<file path="config.mk">
export PLATFORM = sky130hd
export DESIGN_NAME = ssd_scan_ctl
export DESIGN_NICKNAME = d
export VERILOG_FILES = /design/src/rtl/ssd_scan_ctl.sv
export SDC_FILE = /design/constraint.sdc
export NUM_CORES = 1
export LEC_CHECK = 0
export BUFFER_PORTS_ARGS = -buffer_cell sky130_fd_sc_hd__buf_2
export CAP_MARGIN = 20
export CORE_MARGIN = 2
export CORE_UTILIZATION = 51
export DETAILED_ROUTE_END_ITERATION = 8
export PLACE_DENSITY_LB_ADDON = 0.08
export SYNTH_ARGS = -nofsm -noshare
export SYNTH_HDL_FRONTEND = slang
export SYNTH_SLANG_ARGS = --single-unit
</file>
<file path="constraint.sdc">
create_clock -name clk -period 7.05 [get_ports clk]
set_clock_uncertainty 0.05 [all_clocks]
set_input_delay 0.3525 -clock clk [delete_from_list [all_inputs] [get_ports clk]]
set_output_delay 0.3525 -clock clk [all_outputs]
set_load 0.005 [all_outputs]
</file>
<file path="src/rtl/ssd_scan_ctl.sv">
// ---------------------------------------------------------------------------
// ssd_scan_ctl
// Scans four hex digits onto a multiplexed 4-digit seven-segment display.
// A slow scan-rate level (clk_ctl) from an upstream divider is edge-detected
// in the clk domain. Each rising edge advances the scanned digit. The
// digit-enable and segment outputs are registered one clk after the scan
// index and the inputs.
//
// Parameters
//   SEG_ACTIVE_LOW  1: outputs are active-low. 0: every output bit inverted.
//
// Ports
//   clk       system clock, rising edge
//   rst       asynchronous active-low reset
//   clk_ctl   scan-rate level, synchronous to clk
//   digit0-3  hex digit values (digit0 is the rightmost digit)
//   dp_mask   bit i lights the decimal point of digit i
//   blank_lz  1 = blank leading zeros on digit3..digit1
//   ssd_ctl   one-hot digit enable
//   ssd_out   segments {a,b,c,d,e,f,g,dp}
//   scan_idx  index of the digit currently being scanned
// ---------------------------------------------------------------------------
module ssd_scan_ctl #(
   parameter int SEG_ACTIVE_LOW = 1
) (
   input  logic       clk,
   input  logic       rst,
   input  logic       clk_ctl,
   input  logic [3:0] digit0,
   input  logic [3:0] digit1,
   input  logic [3:0] digit2,
   input  logic [3:0] digit3,
   input  logic [3:0] dp_mask,
   input  logic       blank_lz,
   output logic [3:0] ssd_ctl,
   output logic [7:0] ssd_out,
   output logic [1:0] scan_idx
);

   // The decode is built active-low. The inverted build XORs with all-ones.
   localparam logic [3:0] CTL_POL = (SEG_ACTIVE_LOW != 0) ? 4'h0 : 4'hF;
   localparam logic [7:0] OUT_POL = (SEG_ACTIVE_LOW != 0) ? 8'h00 : 8'hFF;

   // Active-low {a,b,c,d,e,f,g} glyphs. b and d use lowercase shapes.
   function automatic logic [6:0] hex_to_seg_n(input logic [3:0] hex);
      logic [6:0] seg_n;
      case (hex)
         4'h0: seg_n = 7'b000_0001;
         4'h1: seg_n = 7'b100_1111;
         4'h2: seg_n = 7'b001_0010;
         4'h3: seg_n = 7'b000_0110;
         4'h4: seg_n = 7'b100_1100;
         4'h5: seg_n = 7'b010_0100;
         4'h6: seg_n = 7'b010_0000;
         4'h7: seg_n = 7'b000_1111;
         4'h8: seg_n = 7'b000_0000;
         4'h9: seg_n = 7'b000_0100;
         4'hA: seg_n = 7'b000_1000;
         4'hB: seg_n = 7'b110_0000;
         4'hC: seg_n = 7'b011_0001;
         4'hD: seg_n = 7'b100_0010;
         4'hE: seg_n = 7'b011_0000;
         default: seg_n = 7'b011_1000;
      endcase
      return seg_n;
   endfunction

   logic       clk_ctl_d;
   logic       tick;
   logic       blank3;
   logic       blank2;
   logic       blank1;
   logic [3:0] sel_digit;
   logic       sel_blank;
   logic       sel_dp;
   logic [3:0] ctl_n;
   logic [7:0] out_n;
   logic [3:0] ssd_ctl_p1;
   logic [7:0] ssd_out_p1;

   assign tick = clk_ctl & ~clk_ctl_d;

   // A digit is a leading zero only if every digit to its left is one too.
   // digit0 is always shown so that a value of zero still displays "0".
   assign blank3 = blank_lz && (digit3 == 4'h0);
   assign blank2 = blank3 && (digit2 == 4'h0);
   assign blank1 = blank2 && (digit1 == 4'h0);

   // ---- stage p0: edge detect and scan counter ----
   always_ff @(posedge clk or negedge rst) begin
      if (!rst) begin
         clk_ctl_d <= 1'b0;
         scan_idx  <= 2'd0;
      end else begin
         clk_ctl_d <= clk_ctl;
         if (tick) begin
            scan_idx <= scan_idx + 2'd1;
         end
      end
   end

   always_comb begin
      sel_digit = digit0;
      sel_blank = 1'b0;
      ctl_n     = 4'b1110;
      case (scan_idx)
         2'd0: begin
            sel_digit = digit0;
            sel_blank = 1'b0;
            ctl_n     = 4'b1110;
         end
         2'd1: begin
            sel_digit = digit1;
            sel_blank = blank1;
            ctl_n     = 4'b1101;
         end
         2'd2: begin
            sel_digit = digit2;
            sel_blank = blank2;
            ctl_n     = 4'b1011;
         end
         default: begin
            sel_digit = digit3;
            sel_blank = blank3;
            ctl_n     = 4'b0111;
         end
      endcase
      // The decimal point ignores blanking.
      sel_dp = dp_mask[scan_idx];
      out_n  = {(sel_blank ? 7'h7F : hex_to_seg_n(sel_digit)), ~sel_dp};
   end

   // ---- stage p1: registered display drive ----
   always_ff @(posedge clk or negedge rst) begin
      if (!rst) begin
         ssd_ctl_p1 <= 4'hF ^ CTL_POL;
         ssd_out_p1 <= 8'hFF ^ OUT_POL;
      end else begin
         ssd_ctl_p1 <= ctl_n ^ CTL_POL;
         ssd_out_p1 <= out_n ^ OUT_POL;
      end
   end

   assign ssd_ctl = ssd_ctl_p1;
   assign ssd_out = ssd_out_p1;

endmodule
</file>
==> results.py <==
metrics = {
    "global_routing": {
        "grt_start_max_net_pins": 16,
        "grt_pass1_wl_um": 3370,
        "track_usage_pct": 21.7,
        "antenna_found_initial": 0,
        "overflow": 0,
        "grt_pass1_vias": 807,
    },
    "clocking": {
        "htree_levels": 1,
        "clockRootBuffer": "clkbuf_4",
        "ctsResizeCount": 0,
        "clockBufferDepth": 2,
        "insertion_delay_ns": 0.27,
        "numCtsBuffers": 3,
        "cts_tree": "done",
        "cts_setup_buffers": 0,
        "clkSinkCount": 15,
        "clkSlewWorstSetupHoldPaths_ns": 0.08,
    },
    "worst_setup_path": {
        "end_kind": "register",
        "r2r_setup_slack_ns": 4.47,
        "cpPeakStageDelay_ns": 0.45,
        "crit_path_start_kind": "register",
        "rr_endpoint": "ssd_out[4]$_DFF_PN1_",
        "cp_cell_sequence": "inv_1 > ha_1 > a222oi_1 > a21oi_1 > inv_1 > ha_1 > mux2_2 > o22ai_1 > o21a_1 > o21ai_1",
        "r2r_start": "scan_idx[0]$_DFFE_PN0P_",
        "crit_type": "reg -> reg",
        "cpMaxStageDelayCell": "dfrtp_1",
        "cp_max_fo": 5,
        "crit_family": "compound AO/OA/AOI/OAI gates",
        "critPathRequiredTime_ns": 7.19,
        "rr_worst_depth": 10,
        "critical_path_arrival_ns": 2.72,
        "crit_buf_inv": 2,
    },
    "detailed_routing": {
        "dr.pass1.iters": 4,
        "ant_nets": 0,
        "vias_per_cell": 5.55,
        "drt_iter0_markers": 11,
        "route.detailed.drc": 0,
        "wl_per_cell_um": 13.8,
        "wl_um": 2140,
        "vias": 860,
    },
    "place": {
        "place_congestion": 0.879,
        "dp_hpwl_um": 1760,
        "numPortBuffers": 37,
        "placed_area_um2": 1180,
    },
    "timing": {
        "fin_crit_sh_pct": 36.6,
        "slew_headroom_pct": 46.3,
        "grt_setup_unrepaired": "no",
        "fmax_mhz": 388,
        "finalSetupTns_ns": 0,
        "hold_viol": 0,
        "tightest_slew_ns": 0.806,
        "min_period_ns": 2.58,
        "finalSetupViolCount": 0,
        "slew_viol_final": 0,
    },
    "floorplan": {
        "io_pins": 38,
        "start_util_pct": 55.3,
        "core_um2": 1750,
        "die_h_um": 47.5,
        "rows": 15,
        "die_area_um2": 2260,
        "die-width_um": 47.5,
    },
    "synthesis": {
        "ys_async_sr_fraction_pct": 100,
        "synth-seq-cells": 15,
        "synth_edf_count": 0,
        "synth.distinct_cells": 30,
        "synth_top_area_share_pct": 32.6,
        "ys_top_cells_by_count": "dfstp_2 (12), ha_1 (10), inv_1 (10)",
        "synth_most_common_cell": "dfstp_2",
        "synth_cells": 88,
        "synth-main-ff-cell": "dfstp_2",
        "synth_fp_nets": 122,
        "yosysWarningCount": 0,
        "yosysSeqAreaShare_pct": 40.4,
        "synthTopCellsByArea": "dfstp_2 (33%), ha_1 (13%), dfrtp_1 (7.8%)",
        "syn_area_per_cell_um2": 11.0,
        "yosysTopAreaCell": "dfstp_2",
        "synth_area_um2": 966,
    },
    "pwr": {
        "max-vdd-ir-drop_v": 0.000274,
        "powerDensity_nw_per_um2": 524,
        "p_leak_uw": 0.000584,
    },
    "worst_hold_path": {
        "hp-start": "clk_ctl",
        "holdPathEnd": "clk_ctl_d$_DFF_PN0_",
        "min_path_cells": 1,
        "hold_path_class": "in -> reg",
    },
    "layout": {
        "final_area_um2": 1220,
        "fill_cells": 140,
        "diodes": 0,
        "multiInputGateArea_um2": 534,
        "register_area_um2": 390,
        "nets": 165,
        "area_growth_pct": 26.2,
        "drive_above_1_share_pct": 46.2,
    },
    "run": {
        "cap_viol_max_count": 0,
    },
    "status": {
        "outcome": "complete, no violations",
    },
}
layer usage:
layer,part of all wire [%],track usage [%]
met2,50,38.1
met3,5.7,2.26
met5,0,0
met1,44,25.3
met4,1.0,12.8
state kept, by name, summed over array words and instances (netlist names):
signal and flops:
ssd_ctl 4, ssd_out 8, scan_idx 2, clk_ctl_d 1
layout make-up:
cell class              instances  share of cell area (%)
inverters                      11                    3.39
multi-input cells              62                    43.8
flip-flops and latches         15                    32.0
well taps                      25                    2.57
repair buffers                 38                    16.0
clock buffers                   4                    2.16
repair_timing:
| item | 4_1_cts | 5_1_grt |
|---|---|---|
| hold buffers | 1 | 0 |
| endpoints found under the hold margin | 3 | 0 |
| endpoints found under the setup margin | 0 | 0 |
stage by stage:
step	instances	setup slack [ns]	util, %	hold slack, ns	total power (uW)
global route	155	4.29	69.8	0.137	695
finish	155	4.47	69.8	0.146	639
global placement	150	4.60	67.7	0.205	576
detailed placement	150	4.47	67.7	0.204	589
floorplan	88	4.73	-	0.00691	472
CTS	155	4.45	69.8	0.138	638
logic make-up after synthesis:
family                     count (synthesis)  synth area share (%)
AOI/OAI and AO/OA                         30                  23.6
and+or+nand+nor                           13                  8.03
DFF                                       15                  40.4
adders and majority gates                 10                  13.0
muxes                                      8                  9.84
buffers and inverters                     11                  4.27
xor gates and xnor gates                   1                 0.907
worst max-delay path by stage:
stage / cells after the start / slack, ns / to / start
global route: 10 / 4.29 / ssd_out[4]$_DFF_PN1_ / scan_idx[0]$_DFFE_PN0P_
detailed placement: 10 / 4.47 / ssd_out[4]$_DFF_PN1_ / scan_idx[0]$_DFFE_PN0P_
global placement: 10 / 4.60 / ssd_out[4]$_DFF_PN1_ / scan_idx[0]$_DFFE_PN0P_
finish: 10 / 4.47 / ssd_out[4]$_DFF_PN1_ / scan_idx[0]$_DFFE_PN0P_
CTS: 10 / 4.45 / ssd_out[4]$_DFF_PN1_ / scan_idx[0]$_DFFE_PN0P_
floorplan: 10 / 4.73 / ssd_out[4]$_DFF_PN1_ / scan_idx[0]$_DFFE_PN0P_
placed cells by master (no fill, tap or decap), drive strengths merged, types with 2 or more instances in the layout:
cell type	instances
a211oi	3
a21o	2
a21oi	5
a222oi	3
a22oi	2
buf	37
clkbuf	4
dfrtp	3
dfstp	12
ha	10
inv	11
mux2	2
mux2i	5
nand2	3
nand3	2
nor2b	4
o211ai	3
o21a	2
o21ai	2
o221ai	3
o22ai	2
or4	2
power by group:
| part | switching, uW | internal [uW] | leakage (uW) | total, uW |
|---|---|---|---|---|
| clock | 23.3 | 21.9 | 0.0000150 | 45.2 |
| combinational | 239 | 189 | 0.000408 | 427 |
| sequential | 15.9 | 150 | 0.000161 | 166 |
(Power assumes the default switching activity.)
